`src/rtl/instruction_fetch_unit_pkg.sv`:
```
// Shared types and constants for the instruction fetch stage.
package instruction_fetch_unit_pkg;

    typedef enum logic [0:0] {
        StRun,
        StDrain
    } fetch_state_e;

    localparam logic [31:0] InstrNop = 32'h0000_0013;

endpackage

```
`src/rtl/instruction_fetch_unit_fifo.sv`:
```
// Small synchronous FIFO with flush and occupancy count; used for both the
// decode-facing output buffer and the in-order queue of pending fetch PCs.
module instruction_fetch_unit_fifo #(
    parameter int unsigned DEPTH = 2,
    parameter int unsigned WIDTH = 64
) (
    input  logic                       clock,
    input  logic                       reset,
    input  logic                       flush,
    input  logic                       push,
    input  logic [WIDTH-1:0]           wdata,
    input  logic                       pop,
    output logic [WIDTH-1:0]           rdata,
    output logic [$clog2(DEPTH+1)-1:0] count
);

    localparam int unsigned PtrW = (DEPTH > 1) ? $clog2(DEPTH) : 1;
    localparam int unsigned CntW = $clog2(DEPTH + 1);

    logic [WIDTH-1:0] mem_q [DEPTH];
    logic [PtrW-1:0]  rd_ptr_q;
    logic [PtrW-1:0]  wr_ptr_q;
    logic [CntW-1:0]  count_q;
    logic             do_push;
    logic             do_pop;

    function automatic logic [PtrW-1:0] next_ptr(input logic [PtrW-1:0] p);
        return (p == PtrW'(DEPTH - 1)) ? '0 : p + PtrW'(1);
    endfunction

    assign do_push = push && (count_q != CntW'(DEPTH));
    assign do_pop  = pop && (count_q != '0);

    always_ff @(posedge clock or negedge reset) begin
        if (!reset) begin
            for (int i = 0; i < int'(DEPTH); i++) begin
                mem_q[i] <= '0;
            end
            rd_ptr_q <= '0;
            wr_ptr_q <= '0;
            count_q  <= '0;
        end else if (flush) begin
            rd_ptr_q <= '0;
            wr_ptr_q <= '0;
            count_q  <= '0;
        end else begin
            if (do_push) begin
                mem_q[wr_ptr_q] <= wdata;
                wr_ptr_q        <= next_ptr(wr_ptr_q);
            end
            if (do_pop) begin
                rd_ptr_q <= next_ptr(rd_ptr_q);
            end
            unique case ({do_push, do_pop})
                2'b10:   count_q <= count_q + CntW'(1);
                2'b01:   count_q <= count_q - CntW'(1);
                default: count_q <= count_q;
            endcase
        end
    end

    assign rdata = mem_q[rd_ptr_q];
    assign count = count_q;

endmodule

```
`src/rtl/instruction_fetch_unit.sv`:
```
// IF stage: issues the current PC to instruction memory, buffers returned words
// with their PC and hands them to decode; redirects flush and drain stale fetches.
module instruction_fetch_unit
    import instruction_fetch_unit_pkg::*;
#(
    parameter int unsigned DEPTH  = 2,
    parameter int unsigned ADDR_W = 32,
    parameter int unsigned DATA_W = 32
) (
    input  logic              clock,
    input  logic              reset,
    input  logic [ADDR_W-1:0] pc_in,
    output logic              pc_advance,
    input  logic              redirect,
    output logic              imem_req,
    output logic [ADDR_W-1:0] imem_addr,
    input  logic              imem_gnt,
    input  logic              imem_rvalid,
    input  logic [DATA_W-1:0] imem_rdata,
    output logic              id_valid,
    input  logic              id_ready,
    output logic [DATA_W-1:0] id_instr,
    output logic [ADDR_W-1:0] id_pc
);

    localparam int unsigned CntW = $clog2(DEPTH + 1);

    fetch_state_e    state_q, state_d;
    logic            started_q;
    logic [CntW-1:0] outstanding_q, outstanding_d;
    logic [CntW-1:0] drop_q, drop_d;
    logic [CntW-1:0] out_count;
    logic [CntW-1:0] tag_count;
    logic [ADDR_W-1:0] tag_pc;
    logic            run;
    logic            credit;
    logic            issue;
    logic            rvalid_ok;
    logic            resp;
    logic            pop;

    assign run       = (state_q == StRun);
    assign credit    = ({1'b0, outstanding_q} + {1'b0, out_count}) < (CntW + 1)'(DEPTH);
    assign imem_req  = started_q && run && credit && !redirect;
    assign imem_addr = {pc_in[ADDR_W-1:2], 2'b00};
    assign issue     = imem_req && imem_gnt;
    assign pc_advance = issue;

    // A response with nothing outstanding is a protocol error and is ignored.
    assign rvalid_ok = imem_rvalid && (outstanding_q != '0);
    assign resp      = rvalid_ok && run && !redirect;

    assign id_valid = (out_count != '0);
    assign pop      = id_valid && id_ready && !redirect;

    instruction_fetch_unit_fifo #(
        .DEPTH (DEPTH),
        .WIDTH (ADDR_W)
    ) u_tag_queue (
        .clock (clock),
        .reset (reset),
        .flush (redirect),
        .push  (issue),
        .wdata (pc_in),
        .pop   (resp),
        .rdata (tag_pc),
        .count (tag_count)
    );

    instruction_fetch_unit_fifo #(
        .DEPTH (DEPTH),
        .WIDTH (ADDR_W + DATA_W)
    ) u_out_fifo (
        .clock (clock),
        .reset (reset),
        .flush (redirect),
        .push  (resp),
        .wdata ({tag_pc, imem_rdata}),
        .pop   (pop),
        .rdata ({id_pc, id_instr}),
        .count (out_count)
    );

    always_comb begin
        state_d       = state_q;
        outstanding_d = outstanding_q;
        drop_d        = drop_q;
        if (redirect) begin
            // Everything still in flight becomes a drop, minus a response landing now.
            outstanding_d = outstanding_q - CntW'(rvalid_ok);
            drop_d        = outstanding_d;
            state_d       = (outstanding_d != '0) ? StDrain : StRun;
        end else if (state_q == StDrain) begin
            if (rvalid_ok) begin
                outstanding_d = outstanding_q - CntW'(1);
                drop_d        = drop_q - CntW'(1);
                if (drop_q == CntW'(1)) begin
                    state_d = StRun;
                end
            end
        end else begin
            unique case ({issue, resp})
                2'b10:   outstanding_d = outstanding_q + CntW'(1);
                2'b01:   outstanding_d = outstanding_q - CntW'(1);
                default: outstanding_d = outstanding_q;
            endcase
        end
    end

    always_ff @(posedge clock or negedge reset) begin
        if (!reset) begin
            state_q       <= StRun;
            started_q     <= 1'b0;
            outstanding_q <= '0;
            drop_q        <= '0;
        end else begin
            state_q       <= state_d;
            started_q     <= 1'b1;
            outstanding_q <= outstanding_d;
            drop_q        <= drop_d;
        end
    end

    rvalid_expected_a : assert property (@(posedge clock) disable iff (!reset)
        imem_rvalid |-> (outstanding_q != '0));

    tag_tracks_outstanding_a : assert property (@(posedge clock) disable iff (!reset)
        (state_q == StRun) |-> (tag_count == outstanding_q));

endmodule

```
`config.mk`:
```
export PLATFORM = sky130hd
export DESIGN_NAME = instruction_fetch_unit
export DESIGN_NICKNAME = d
export VERILOG_FILES = /design/src/rtl/instruction_fetch_unit_pkg.sv /design/src/rtl/instruction_fetch_unit_fifo.sv /design/src/rtl/instruction_fetch_unit.sv
export SDC_FILE = /design/constraint.sdc
export NUM_CORES = 1
export LEC_CHECK = 0
export BUFFER_PORTS_ARGS = -buffer_cell sky130_fd_sc_hd__buf_2
export CORE_AREA = 5 5 119 144
export CTS_CLUSTER_SIZE = 24
export DETAILED_ROUTE_END_ITERATION = 8
export DIE_AREA = 0 0 124 149
export HOLD_SLACK_MARGIN = 0.08
export PLACE_DENSITY_LB_ADDON = 0.15
export SYNTH_ARGS = -nofsm -noshare
export SYNTH_HDL_FRONTEND = slang
export SYNTH_SLANG_ARGS = --single-unit
export TNS_END_PERCENT = 1
```
`constraint.sdc`:
```
create_clock -name clock -period 5.1 [get_ports clock]
set_input_delay 0.765 -clock clock [delete_from_list [all_inputs] [get_ports clock]]
set_output_delay 0.765 -clock clock [all_outputs]
set_load 0.1 [all_outputs]
```
==> reports/results.ini, run 1 <==
[finish]
area_growth_pct = 14.5
drive_above_1_share = 0.467
multi_input_area_sq_um = 3580
final-seq-area_sq_um = 5160
nets = 909
fillers = 1198
antenna_cells = 0
layout_common_cells = dfrtp_1 (204), mux2_2 (189), buf_2 (165), nor2_1 (72), a21oi_1 (71)
final_common_cell = dfrtp_1

[drt]
wirelength_mm = 18.4
dr.pass1.iters = 4
ant_nets = 0
vias = 5733
wl_per_cell_microns = 17.5
drc_errors = 0
first_iter_violations = 338
viasPerCell = 5.45

[synth]
synthCells = 709
synth-seq-cells = 206
syn_area_per_cell_sq_um = 12.9
yosysUniqueCellTypes = 41
synth_area_sq_um = 9180
ys_seq_area_frac = 0.562
yosysWarnings = 0

[critical_path]
cp.arrival_ns = 2.77
r2r-end = u_out_fifo.mem_q[6]$_DFFE_PN0P_
crit_fanout = 7
cp_slowest_stage_delay_ns = 0.45
path_cells = and2_1, fa_1, nor4b_1, nand2_1, inv_1, buf_2
worstPathRequired_ns = 4.34
ff2ff_path_depth = 6
start_kind = flop
critical_path_class = reg2out
end_kind = output port
r2r_start = outstanding_q[1]$_DFFE_PN0P_
ff2ff_setup_slack_ns = 2.11
slowest_stage = buf_2

[grt]
grt_max_degree = 110
overflow = 0
grtUsageTotal = 0.201
grt_pass1_vias = 6101
antenna_found_initial = 0
grt_pass1_wl_mm = 30.1

[timing]
hold_violations = 0
rsz0062_at_grt = no
drv_slew = 0
skew_ns = 0.00940
fin_setup_tns_ns = 0
setup_viol = 0
timing.final.crit_share = 0.692
tightestPinTransition_ns = 1.10
fmax_mhz = 283
fin_crit_ns = 3.53
slew_headroom = 0.269

[floorplanning]
core_sq_um = 15500
row_count = 50
design.die.area_sq_um = 18500
die_h_microns = 149
initial_core_util = 0.594
die_w_microns = 124
top_level_ports = 169

[status]
status = finished clean

[cts]
numCtsBuffers = 20
post_cts_buffers = 0
numClockSinks = 206
worst_skew_pair.late_latency_ns = 0.48
clockBufferDepth = 3
clkTransAtPathRegs_ns = 0.06
hold_buffers = 0
cts_tree = done
h-tree-depth = 1
cts-root-buf = clkbuf_16
post_cts_resized = 0

[hold_path]
hold_path_class = in2async

[place]
place.gp.congestion = 0.735
dpl.hpwl_mm = 11.9
port_buffers = 166

[flow_run]
max_cap_violations = 0

## synthesized netlist by cell type
master | count | area (sq um)
inv_1 | 4 | 15.0
nor2_1 | 72 | 270
nor4_4 | 1 | 21.3
and3_1 | 1 | 6.26
nor2b_1 | 6 | 37.5
nor4b_4 | 1 | 23.8
ha_1 | 4 | 50.1
mux2i_1 | 33 | 330
nand2_1 | 7 | 26.3
o21bai_1 | 1 | 7.51
buf_6 | 1 | 11.3
or3_1 | 1 | 6.26
dfrtp_1 | 206 | 5150
nand2b_1 | 2 | 12.5
clkbuf_1 | 15 | 56.3
nor3_2 | 1 | 10.0
or2_2 | 1 | 6.26
buf_4 | 37 | 278
conb_1 | 2 | 7.51
mux2_2 | 189 | 2130
mux2_1 | 3 | 33.8
a21oi_1 | 71 | 355
o211ai_1 | 1 | 7.51
nor3b_1 | 3 | 22.5
xor2_1 | 2 | 17.5
and2_1 | 1 | 6.26
or3b_1 | 1 | 8.76
xnor2_1 | 3 | 26.3
o21ai_0 | 7 | 35.0
buf_2 | 18 | 90.1
nor3_1 | 1 | 5.00
and4b_1 | 1 | 10.0
fa_1 | 1 | 20.0
a31oi_1 | 2 | 12.5
buf_1 | 1 | 3.75
o21a_1 | 1 | 7.51
nand3_1 | 1 | 5.00
a22o_1 | 1 | 8.76
nand3b_1 | 2 | 15.0
o31a_1 | 2 | 17.5
nor4b_1 | 1 | 8.76
## worst max-delay path by stage
| stage | start | endpoint | slack, ns | cells past startpoint |
|---|---|---|---|---|
| 6_report | u_out_fifo.count[0]$_DFFE_PN0P_ | pc_advance | 1.57 | 6 |
| 5_1_grt | u_out_fifo.count[0]$_DFFE_PN0P_ | pc_advance | 1.40 | 6 |
| 4_1_cts | u_out_fifo.count[0]$_DFFE_PN0P_ | pc_advance | 1.57 | 6 |
| 3_5_place_dp | imem_rvalid | u_out_fifo.mem_q[26]$_DFFE_PN0P_ | 1.96 | 5 |
| 3_3_place_gp | imem_rvalid | u_out_fifo.mem_q[30]$_DFFE_PN0P_ | 2.01 | 5 |
| 2_1_floorplan | u_out_fifo.count[0]$_DFFE_PN0P_ | imem_req | 1.65 | 4 |
## stage by stage
stage               hold WS (ns)  area (sq um)  cells   util  worst slack (ns)
detailed placement         0.476          9910   1020  0.641              1.96
floorplan                  0.454          9180    710      -              1.65
global route               0.458         10500   1052  0.680              1.40
CTS                        0.429         10500   1052  0.680              1.57
global placement           0.465          9910   1020  0.641              2.01
finish                     0.374         10500   1052  0.680              1.57
## state kept, by name (all words and copies together) (netlist names)
signal	count
u_tag_queue.wr_ptr_q	1
drop_q	2
u_tag_queue.rd_ptr_q	1
u_out_fifo.wr_ptr_q	1
u_out_fifo.count	2
state_q	1
u_tag_queue.mem_q	64
started_q	1
u_out_fifo.mem_q	128
outstanding_q	2
u_out_fifo.rd_ptr_q	1
u_tag_queue.count	2
## cell families after synthesis
family | share of synthesized area
flops | 0.562
compound gates | 0.0492
fa+ha+maj | 0.00764
mux | 0.272
xor+xnor | 0.00477
other cells | 0.000818
simple gates | 0.0547
buf+inv | 0.0495
## layer usage
metal  vias to the layer above  GRT usage  wire length [microns]
met2                       166      0.353                   9500
met1                      2865      0.264                   7580
met5                         -          0                      0
met4                         0     0.0460                    213
met3                        21     0.0303                   1110
li1                       2681          -                      -
## critical path: cells and delay by family (launching register included)
family	cells	cell delay (ns)
flops	1	0.43
simple gates	3	0.77
buf+inv	2	0.64
fa+ha+maj	1	0.43
## area by class of cell
cell class / count / area share
Clock inverter: 1 / 0.000476
Multi-Input combinational cell: 428 / 0.340
Inverter: 4 / 0.00143
Timing Repair Buffer: 174 / 0.0856
Sequential cell: 206 / 0.491
Clock buffer: 31 / 0.0564
Tap cell: 208 / 0.0248
Power of run 1 is not shown: default switching activity piles up to over one toggle a cycle in this logic, so the estimate is an artifact.
==> run 2, diff against run 1 <==
- CORE_AREA: 5 5 119 144 -> 5 5 123 149
- DIE_AREA: 0 0 124 149 -> 0 0 128 154
- clock period: 5.1 -> 3.5 ns (I/O delays scaled with it)
==> reports/results.ini, run 2 (same netlist as run 1, synthesis figures left out) <==
[critical_path]
cp.arrival_ns = 2.68
crit_fanout = 5
worstPathRequired_ns = 2.97
critical_path_class = reg2out
start_kind = flop
end_kind = output port

[drt]
viasPerCell = 5.40
ant_nets = 0
drc_errors = 0
dr.pass1.iters = 4
first_iter_violations = 239
vias = 5746
wl_per_cell_microns = 17.6
wirelength_mm = 18.8

[grt]
grt_pass1_wl_mm = 31.4
grtUsageTotal = 0.194
antenna_found_initial = 0
grt_max_degree = 98
overflow = 0
grt_pass1_vias = 6267

[cts]
post_cts_buffers = 0
cts_tree = done
hold_buffers = 0
numCtsBuffers = 21
h-tree-depth = 1
numClockSinks = 206
clkTransAtPathRegs_ns = 0.06
worst_skew_pair.late_latency_ns = 0.48
cts-root-buf = clkbuf_16
post_cts_resized = 0
clockBufferDepth = 3

[finish]
nets = 910
area_growth_pct = 17.3
largest_reg_flops = 128
final_common_cell = dfrtp_1
final-seq-area_sq_um = 5160
top_regs = u_out_fifo.mem_q (128), u_tag_queue.mem_q (64)
regMostFlops = u_out_fifo.mem_q
antenna_cells = 0
fin_cells = 1065
drive_above_1_share = 0.476
fillers = 1302
multi_input_area_sq_um = 3580
layout_common_cells = dfrtp_1 (204), mux2_2 (189), buf_2 (164), nor2_1 (72), a21oi_1 (71)

[floorplanning]
die_h_microns = 154
die_w_microns = 128
initial_core_util = 0.551
row_count = 52
top_level_ports = 169
design.die.area_sq_um = 19700
core_sq_um = 16700

[timing]
fin_setup_tns_ns = 0
fin_crit_ns = 3.20
tightestPinTransition_ns = 1.09
timing.final.crit_share = 0.916
drv_slew = 0
skew_ns = 0.00779
hold_violations = 0
fmax_mhz = 312
slew_headroom = 0.272
rsz0062_at_grt = no
setup_viol = 0

[status]
status = finished clean

[flow_run]
max_cap_violations = 0

[place]
place.gp.congestion = 0.778
port_buffers = 166
place_inst = 1028
dpl.hpwl_mm = 12.1

[hold_path]
hold_path_class = in2async

## run 2: cell types whose count changed in the layout (fill, tap and decap cells not counted), sizes merged
cell / change
clkinv: +3
clkbuf: -3
bufinv: +6
buf: -1
## run 2: cell type report
class | instances | share of cell area
repair buffers | 174 | 0.0885
inverters | 4 | 0.00140
clock buffers | 27 | 0.0547
well taps | 216 | 0.0251
multi-input cells | 428 | 0.332
clock inverters | 10 | 0.0186
flip-flops and latches | 206 | 0.479
## run 2: metrics by stage
stage	utilization	cell area [sq um]	hold slack (ns)	worst slack [ns]
after floorplan	-	9180	0.229	0.287
after global placement	0.599	9970	0.464	0.744
after detailed placement	0.599	9970	0.476	0.633
after CTS	0.646	10800	0.123	0.169
after global routing	0.646	10800	0.163	0.0840
final	0.646	10800	0.0855	0.296
## run 2: final timing paths
kind | endpoint | slack, ns | cells after the start | startpoint
setup / recovery | pc_advance | 0.30 | 6 | outstanding_q[0]$_DFFE_PN0P_
hold / removal | drop_q[0]$_DFFE_PN0P_ | 0.09 | 1 | reset
setup reg to reg | u_tag_queue.mem_q[45]$_DFFE_PN0P_ | 0.65 | 7 | outstanding_q[0]$_DFFE_PN0P_
hold reg to reg | u_out_fifo.mem_q[94]$_DFFE_PN0P_ | 0.49 | 1 | u_out_fifo.mem_q[94]$_DFFE_PN0P_
max in group asynchronous | u_out_fifo.mem_q[79]$_DFFE_PN0P_ | 2.43 | 2 | reset
min in group clock | u_out_fifo.mem_q[70]$_DFFE_PN0P_ | 0.28 | 2 | imem_rdata[6]
## run 2: routing by layer
metal | routed length (microns) | share of wire | vias up | global-route usage
met4 | 401 | 0.021 | 0 | 0.0556
met1 | 7940 | 0.42 | 2889 | 0.247
li1 | - | - | 2687 | -
met5 | 0 | 0 | - | 0
met3 | 869 | 0.046 | 31 | 0.0298
met2 | 9540 | 0.51 | 139 | 0.342
## run 2: worst max-delay path, stage by stage, from the launching register on
cell	delay, ns
dfrtp_1	0.41
and2_1	0.18
fa_1	0.43
nor4b_1	0.40
nand2_1	0.24
inv_1	0.17
clkbuf_4	0.35
Power of run 2 is left out for the same reason.
